**src/rtl/serial_receiver_if.sv**
```systemverilog
// Byte output port of the serial receiver: valid/ready handshake carrying one received byte.
interface serial_receiver_if #(
  parameter int unsigned DATA_WIDTH = 8
) ();
  logic [DATA_WIDTH-1:0] out_data;
  logic                  out_valid;
  logic                  out_ready;

  modport master (
    output out_data,
    output out_valid,
    input  out_ready
  );

  modport slave (
    input  out_data,
    input  out_valid,
    output out_ready
  );
endinterface

```
**src/rtl/serial_receiver.sv**
```systemverilog
// Receive end of the 3-wire serial link (transmission, transmission_clock, data).
// Oversamples the link, rebuilds LSB-first bytes and offers them on a valid/ready port.
// Optional feature macro: SERIAL_RX_FIFO_EN replaces the single holding register with a
// FIFO_DEPTH-entry first-word-fall-through FIFO.
module serial_receiver #(
  parameter int unsigned DATA_WIDTH  = 8,
  parameter int unsigned SYNC_STAGES = 2,
  parameter int unsigned FIFO_DEPTH  = 4
) (
  input  logic              clk,
  input  logic              reset,
  input  logic              transmission,
  input  logic              transmission_clock,
  input  logic              in_data,
  serial_receiver_if.master out_if,
  output logic              frame_error,
  output logic              overrun,
  output logic              busy
);

  localparam int unsigned CW = $clog2(DATA_WIDTH) + 1;

  typedef enum logic [1:0] {StIdle, StReceive, StCommit, StWaitEnd} state_e;

  state_e                 state_q, state_d;
  logic [CW-1:0]          count_q, count_d;
  logic [DATA_WIDTH-1:0]  shift_q, shift_d;
  logic                   frame_error_q, frame_error_d;
  logic                   overrun_q;
  logic                   push;
  logic                   pop;

  logic [SYNC_STAGES-1:0] tx_sync_q, lclk_sync_q, data_sync_q;
  logic                   tx_prev_q, lclk_prev_q;
  logic [SYNC_STAGES:0]   arm_q;
  logic                   tx_s, lclk_s, data_s;
  logic                   armed, line_edge, tx_rise;

  assign tx_s   = tx_sync_q[SYNC_STAGES-1];
  assign lclk_s = lclk_sync_q[SYNC_STAGES-1];
  assign data_s = data_sync_q[SYNC_STAGES-1];

  // Edge detection is held off until the sync chains and the previous-sample flops carry real
  // line values, so a line idling high after reset never looks like an edge.
  assign armed     = arm_q[SYNC_STAGES];
  assign line_edge = armed & (lclk_s ^ lclk_prev_q);
  assign tx_rise   = armed & tx_s & ~tx_prev_q;

  // Input synchronizers (equal depth keeps the three lines aligned) and edge-detect history.
  always_ff @(posedge clk) begin
    if (reset) begin
      tx_sync_q   <= '0;
      lclk_sync_q <= '0;
      data_sync_q <= '0;
      tx_prev_q   <= 1'b0;
      lclk_prev_q <= 1'b0;
      arm_q       <= '0;
    end else begin
      tx_sync_q   <= {tx_sync_q[SYNC_STAGES-2:0], transmission};
      lclk_sync_q <= {lclk_sync_q[SYNC_STAGES-2:0], transmission_clock};
      data_sync_q <= {data_sync_q[SYNC_STAGES-2:0], in_data};
      tx_prev_q   <= tx_s;
      lclk_prev_q <= lclk_s;
      arm_q       <= {arm_q[SYNC_STAGES-1:0], 1'b1};
    end
  end

  // Frame FSM state, bit counter, shift register and frame-error pulse.
  always_ff @(posedge clk) begin
    if (reset) begin
      state_q       <= StIdle;
      count_q       <= '0;
      shift_q       <= '0;
      frame_error_q <= 1'b0;
    end else begin
      state_q       <= state_d;
      count_q       <= count_d;
      shift_q       <= shift_d;
      frame_error_q <= frame_error_d;
    end
  end

  // Next-state logic; an edge's bit is taken before a same-cycle fall of transmission is judged.
  always_comb begin
    state_d       = state_q;
    count_d       = count_q;
    shift_d       = shift_q;
    frame_error_d = 1'b0;
    push          = 1'b0;
    unique case (state_q)
      StIdle: begin
        if (tx_rise) begin
          state_d = StReceive;
          count_d = '0;
          shift_d = '0;
        end
      end
      StReceive: begin
        if (line_edge) begin
          shift_d[count_q[CW-2:0]] = data_s;
          count_d                  = count_q + CW'(1);
        end
        if (count_d == CW'(DATA_WIDTH)) begin
          state_d = StCommit;
        end else if (!tx_s) begin
          state_d       = StIdle;
          frame_error_d = (count_d != '0);
        end
      end
      StCommit: begin
        push    = 1'b1;
        state_d = StWaitEnd;
      end
      StWaitEnd: begin
        if (!tx_s) state_d = StIdle;
      end
      default: state_d = StIdle;
    endcase
  end

  assign pop = out_if.out_valid & out_if.out_ready;

`ifdef SERIAL_RX_FIFO_EN
  localparam int unsigned AW = $clog2(FIFO_DEPTH);

  logic [DATA_WIDTH-1:0] mem_q [FIFO_DEPTH];
  logic [AW:0]           wr_ptr_q, rd_ptr_q;
  logic                  empty, full, accept;

  assign empty  = (wr_ptr_q == rd_ptr_q);
  assign full   = (wr_ptr_q[AW] != rd_ptr_q[AW]) && (wr_ptr_q[AW-1:0] == rd_ptr_q[AW-1:0]);
  // A pop in the same cycle frees the head slot, so a full FIFO still takes the byte.
  assign accept = push & (~full | pop);

  // FIFO pointers and sticky overrun.
  always_ff @(posedge clk) begin
    if (reset) begin
      wr_ptr_q  <= '0;
      rd_ptr_q  <= '0;
      overrun_q <= 1'b0;
    end else begin
      if (accept)          wr_ptr_q  <= wr_ptr_q + (AW+1)'(1);
      if (pop)             rd_ptr_q  <= rd_ptr_q + (AW+1)'(1);
      if (push && !accept) overrun_q <= 1'b1;
    end
  end

  // FIFO storage.
  always_ff @(posedge clk) begin
    if (accept) mem_q[wr_ptr_q[AW-1:0]] <= shift_q;
  end

  assign out_if.out_valid = ~empty;
  assign out_if.out_data  = empty ? '0 : mem_q[rd_ptr_q[AW-1:0]];
`else
  logic [DATA_WIDTH-1:0] hold_q;
  logic                  valid_q;

  // Single holding register; a new byte that finds it occupied is dropped and flagged.
  always_ff @(posedge clk) begin
    if (reset) begin
      hold_q    <= '0;
      valid_q   <= 1'b0;
      overrun_q <= 1'b0;
    end else if (push && (!valid_q || pop)) begin
      hold_q  <= shift_q;
      valid_q <= 1'b1;
    end else if (push) begin
      overrun_q <= 1'b1;
    end else if (pop) begin
      valid_q <= 1'b0;
    end
  end

  assign out_if.out_valid = valid_q;
  assign out_if.out_data  = hold_q;
`endif

  assign frame_error = frame_error_q;
  assign overrun     = overrun_q;
  assign busy        = (state_q == StReceive);

endmodule

```
**src/flat_wrapper.sv**
```systemverilog
// flat-port wrapper written by rule: the top's interface ports become plain ports
module serial_receiver_flat 
#(
  parameter int unsigned DATA_WIDTH  = 8,
  parameter int unsigned SYNC_STAGES = 2,
  parameter int unsigned FIFO_DEPTH  = 4
)
  (clk, reset, transmission, transmission_clock, in_data, frame_error, overrun, busy, out_if_out_data, out_if_out_valid, out_if_out_ready);
  serial_receiver_if #(.DATA_WIDTH(DATA_WIDTH)) out_if_i ();
  input  logic clk;
  input  logic reset;
  input  logic transmission;
  input  logic transmission_clock;
  input  logic in_data;
  output logic frame_error;
  output logic overrun;
  output logic busy;
  output wire logic [$bits(out_if_i.out_data)-1:0] out_if_out_data;
  output wire logic [$bits(out_if_i.out_valid)-1:0] out_if_out_valid;
  input wire logic [$bits(out_if_i.out_ready)-1:0] out_if_out_ready;
  assign out_if_out_data = out_if_i.out_data;
  assign out_if_out_valid = out_if_i.out_valid;
  assign out_if_i.out_ready = out_if_out_ready;
  serial_receiver #(.DATA_WIDTH(DATA_WIDTH), .SYNC_STAGES(SYNC_STAGES), .FIFO_DEPTH(FIFO_DEPTH)) u_core (.clk(clk), .reset(reset), .transmission(transmission), .transmission_clock(transmission_clock), .in_data(in_data), .out_if(out_if_i), .frame_error(frame_error), .overrun(overrun), .busy(busy));
endmodule
```
**config.mk**
```make
export PLATFORM = sky130hd
export DESIGN_NAME = serial_receiver_flat
export DESIGN_NICKNAME = d
export VERILOG_FILES = /design/src/rtl/serial_receiver_if.sv /design/src/rtl/serial_receiver.sv /design/src/flat_wrapper.sv
export SDC_FILE = /design/constraint.sdc
export NUM_CORES = 1
export LEC_CHECK = 0
export CAP_MARGIN = 0
export CORE_MARGIN = 2
export CORE_UTILIZATION = 43
export DETAILED_ROUTE_END_ITERATION = 6
export GPL_ROUTABILITY_DRIVEN = 0
export GPL_TIMING_DRIVEN = 0
export PLACE_DENSITY = 0.61
export SLEW_MARGIN = 30
export SYNTH_ARGS = -nofsm -noshare
export SYNTH_HDL_FRONTEND = slang
export SYNTH_SLANG_ARGS = --single-unit
```
**constraint.sdc**
```tcl
create_clock -name clk -period 2.8 [get_ports clk]
set_clock_uncertainty 0.2 [all_clocks]
set_input_delay 0.42 -clock clk [delete_from_list [all_inputs] [get_ports clk]]
set_output_delay 0.42 -clock clk [all_outputs]
set_load 0.01 [all_outputs]
```
==> out/qor_table.md <==
| Result | Reported | Unit |
|:---|:---|:---|
| ANT cells | 0 | - |
| Via count of the first global-routing pass | 1207 | - |
| Top cell type by total area after synthesis | sky130_fd_sc_hd__dfxtp_1 | - |
| Area of the mapped netlist | 1520 | um2 |
| CTS Buf Count | 5 | - |
| Drt first-iter violations | 83 | - |
| Proportion of synthesized area in mux cells | 5.28 | % |
| Run status | complete, no violations | - |
| Final Max Slew Viols | 0 | - |
| I/O pin cnt | 18 | - |
| Cells after Synth | 167 | - |
| Unrepaired setup endpoints after global routing | false | - |
| Worst relative slew slack | 60.4 | % |
| Utilization after layout | 53.8 | % |
| Horiz. Die Dim | 63.4 | um |
| Total GRT Usage | 17.9 | % |
| Netlist cell types | 36 | - |
| Max-cap violations | 0 | - |
| Floorplan die area | 4010 | um2 |
| Maximum clock frequency | 426 | MHz |
| Fraction of final layout cells with drive strength greater than 1 | 6.81 | % |
| Level count of the clock H-tree | 2 | - |
| Area share of the largest cell type after synthesis | 47.6 | % |
| Worst-path clk slew | 0.10 | ns |
| YS warnings | 0 | - |
| Antenna-violating nets left | 0 | - |
| Number of buffers on the longest clock path | 2 | - |
| Detailed Route WL | 3280 | um |
| Leakage dissipation | 0.595 | nW |
| TritonCTS clock tree | done | - |
| Starting Density | 45.1 | % |
| Post-synthesis simple-gate area fraction | 19.3 | % |
| Clock tree root driver cell | sky130_fd_sc_hd__clkbuf_4 | - |
| Endpoint arrival time on the critical path | 1.73 | ns |
| Largest fanout on the critical path | 8 | - |
| Main combinational cell family by area after synthesis | compound AO/OA/AOI/OAI gates | - |
| Number of endpoints with negative hold slack in the final report | 0 | - |
| Adder and majority gate portion of the synthesized area | 0.826 | % |
| Total vias in the final route | 1303 | - |
| Sum Neg Setup Slack | 0 | ns |
| Worst VDD drop | 300 | uV |
| Transition at the pin with the smallest max-transition slack | 0.589 | ns |
| Via density per instance | 5.50 | - |
| Synth Area in Compound Gates | 19.3 | % |
| HPWL after detailed placement | 2300 | um |
| Resized Gates After CTS | 0 | - |
| Total of buffers placed on input and output ports | 17 | - |
| Final-report setup violation count | 0 | - |
| Net count, final | 198 | - |
| Portion of the clock cycle consumed by the worst path in the final layout | 83.8 | % |
| Area of the core | 3360 | um2 |
| Share of the synthesized netlist area taken by xor and xnor gates | 2.23 | % |
| Die height | 63.4 | um |
| Later-pin clock latency in the skew report | 0.33 | ns |
| Power per cell area | 478 | nW/um2 |
| Flip-flop and latch count after synthesis | 36 | - |
| Clk sinks | 36 | - |
| Hold-fix buffers at CTS | 0 | - |
| Pin count of the biggest net entering global routing | 11 | - |
| Post-synthesis sequential area ratio | 47.6 | % |
| Setup Buffers After CTS | 0 | - |
| Number of placement rows | 21 | - |
| Post-Syn Nets | 174 | - |
| Post-layout minimum cycle time | 2.35 | ns |
| Final routed wire length divided by cell count | 13.8 | um |
| Cell types occupying the most area after synthesis | sky130_fd_sc_hd__dfxtp_1, sky130_fd_sc_hd__nor2b_1, sky130_fd_sc_hd__mux2i_1 | - |
| Number of iterations in the first detailed-routing pass | 4 | - |
| DRC violations left | 0 | - |
| Relative area change from synthesis to final layout | 19.3 | % |
| Average footprint of a synthesized cell | 9.07 | um2 |
| Element type at the critical path end | primary output | - |
| Category of the critical setup timing path | register to primary output | - |
| Initial antenna violation count | 0 | - |
| Startpoint kind of the worst setup timing path | register | - |
| GRT Residual Overflow | 0 | - |
| Wire length of the first global-routing pass | 5580 | um |
| Worst Path Required | 2.18 | ns |
| Min-Delay Path Class | register to register | - |
[synth_stat cells]
cell type / instances
sky130_fd_sc_hd__or3_1: 2
sky130_fd_sc_hd__o21ai_0: 10
sky130_fd_sc_hd__o2bb2ai_1: 1
sky130_fd_sc_hd__a211o_1: 1
sky130_fd_sc_hd__o32ai_1: 1
sky130_fd_sc_hd__nor2_1: 10
sky130_fd_sc_hd__ha_1: 1
sky130_fd_sc_hd__o31ai_1: 2
sky130_fd_sc_hd__nand4_1: 1
sky130_fd_sc_hd__nor3b_1: 1
sky130_fd_sc_hd__nand3_1: 3
sky130_fd_sc_hd__nor2b_1: 13
sky130_fd_sc_hd__clkbuf_1: 10
sky130_fd_sc_hd__a211oi_1: 4
sky130_fd_sc_hd__mux2i_1: 8
sky130_fd_sc_hd__nor4b_1: 1
sky130_fd_sc_hd__a311oi_1: 1
sky130_fd_sc_hd__a31oi_1: 3
sky130_fd_sc_hd__o21a_1: 4
sky130_fd_sc_hd__o22ai_1: 1
sky130_fd_sc_hd__dfxtp_1: 36
sky130_fd_sc_hd__buf_2: 3
sky130_fd_sc_hd__nand2b_1: 5
sky130_fd_sc_hd__or4_1: 2
sky130_fd_sc_hd__a21oi_1: 9
sky130_fd_sc_hd__nor4_1: 3
sky130_fd_sc_hd__nand4b_1: 1
sky130_fd_sc_hd__nor3_1: 1
sky130_fd_sc_hd__o311ai_0: 6
sky130_fd_sc_hd__inv_1: 7
sky130_fd_sc_hd__xor2_2: 1
sky130_fd_sc_hd__nand2_1: 10
sky130_fd_sc_hd__o21ba_2: 1
sky130_fd_sc_hd__or2b_1: 1
sky130_fd_sc_hd__xnor2_1: 2
sky130_fd_sc_hd__inv_2: 1
[routing by layer]
metal	up-vias	GRT usage, %	part of all wire, %
met4	0	5.98	1.2
met3	4	6.07	6.5
met1	612	23.7	47
met5	-	0	0
li1	638	-	-
met2	49	27.4	45
[worst max-delay path: stages (launching register included)]
cell,delay (ns)
sky130_fd_sc_hd__dfxtp_1,0.37
sky130_fd_sc_hd__nand2b_1,0.15
sky130_fd_sc_hd__buf_2,0.17
sky130_fd_sc_hd__inv_2,0.14
sky130_fd_sc_hd__clkdlybuf4s50_1,0.56
[state kept, by name, summed over array words and instances, names as in the netlist]
register / count
u_core.shift_q: 8
u_core.data_sync_q: 2
u_core.lclk_sync_q: 2
u_core.arm_q: 3
u_core.tx_sync_q: 2
u_core.frame_error: 1
u_core.lclk_prev_q: 1
u_core.out_if.out_data: 8
u_core.count_q: 4
u_core.tx_prev_q: 1
u_core.out_if.out_valid: 1
u_core.overrun: 1
u_core.state_q: 2
[final timing paths]
path | startpoint | depth (start not counted) | end | slack [ns]
max reg2reg | u_core.arm_q[2] | 5 | u_core.shift_q[0] | 0.87
max | u_core.state_q[1] | 4 | busy | 0.45
min | u_core.arm_q[1] | 1 | u_core.arm_q[2] | 0.24
min reg2reg | u_core.arm_q[1] | 1 | u_core.arm_q[2] | 0.24
[cell type report]
| class | count | area, um2 |
|---|---|---|
| clock buffers | 7 | 65.1 |
| multi-input cells | 110 | 712 |
| inverters | 8 | 30.0 |
| flip-flops and latches | 36 | 721 |
| repair buffers | 17 | 170 |
| fillers | 339 | 1560 |
| plain buffers | 13 | 52.6 |
| well taps | 46 | 57.6 |
[cell families after synthesis]
| logic type | count (synthesis) |
|---|---|
| AO/OA/AOI/OAI | 44 |
| XOR/XNOR | 3 |
| adder cells (fa/ha/maj) | 1 |
| buffers and inverters | 21 |
| flip-flops | 36 |
| multiplexers | 8 |
| AND/OR/NAND/NOR | 54 |
[cells in the final DEF (no fill, tap or decap), types with 4 or more instances in the layout]
| master | count |
|---|---|
| sky130_fd_sc_hd__nor2_1 | 10 |
| sky130_fd_sc_hd__o21a_1 | 4 |
| sky130_fd_sc_hd__o311ai_0 | 6 |
| sky130_fd_sc_hd__a211oi_1 | 4 |
| sky130_fd_sc_hd__inv_1 | 7 |
| sky130_fd_sc_hd__nand2b_1 | 5 |
| sky130_fd_sc_hd__clkbuf_4 | 5 |
| sky130_fd_sc_hd__mux2i_1 | 8 |
| sky130_fd_sc_hd__clkbuf_1 | 10 |
| sky130_fd_sc_hd__nand2_1 | 10 |
| sky130_fd_sc_hd__dfxtp_1 | 36 |
| sky130_fd_sc_hd__nor2b_1 | 13 |
| sky130_fd_sc_hd__clkdlybuf4s50_1 | 17 |
| sky130_fd_sc_hd__a21oi_1 | 9 |
| sky130_fd_sc_hd__o21ai_0 | 10 |
[where the power goes]
group	total [mW]	internal (mW)	switching [mW]	leakage, nW
clock network	0.302	0.142	0.160	0.0374
logic	0.0390	0.0154	0.0237	0.265
registers	0.522	0.519	0.00355	0.292
total	0.864	0.676	0.187	0.595
[per-stage QoR]
step           instance area, um2  power [mW]  hold WS [ns]  setup slack, ns  cells
4_1_cts                      1810       0.874         0.244            0.453    237
6_report                     1810       0.864         0.243            0.453    237
5_1_grt                      1810       0.904         0.265            0.321    237
3_5_place_dp                 1740       0.573         0.221            0.517    230
2_1_floorplan                1520       0.556         0.214             1.19    167
3_3_place_gp                 1740       0.572         0.217            0.524    230
(Power assumes the default switching activity.)
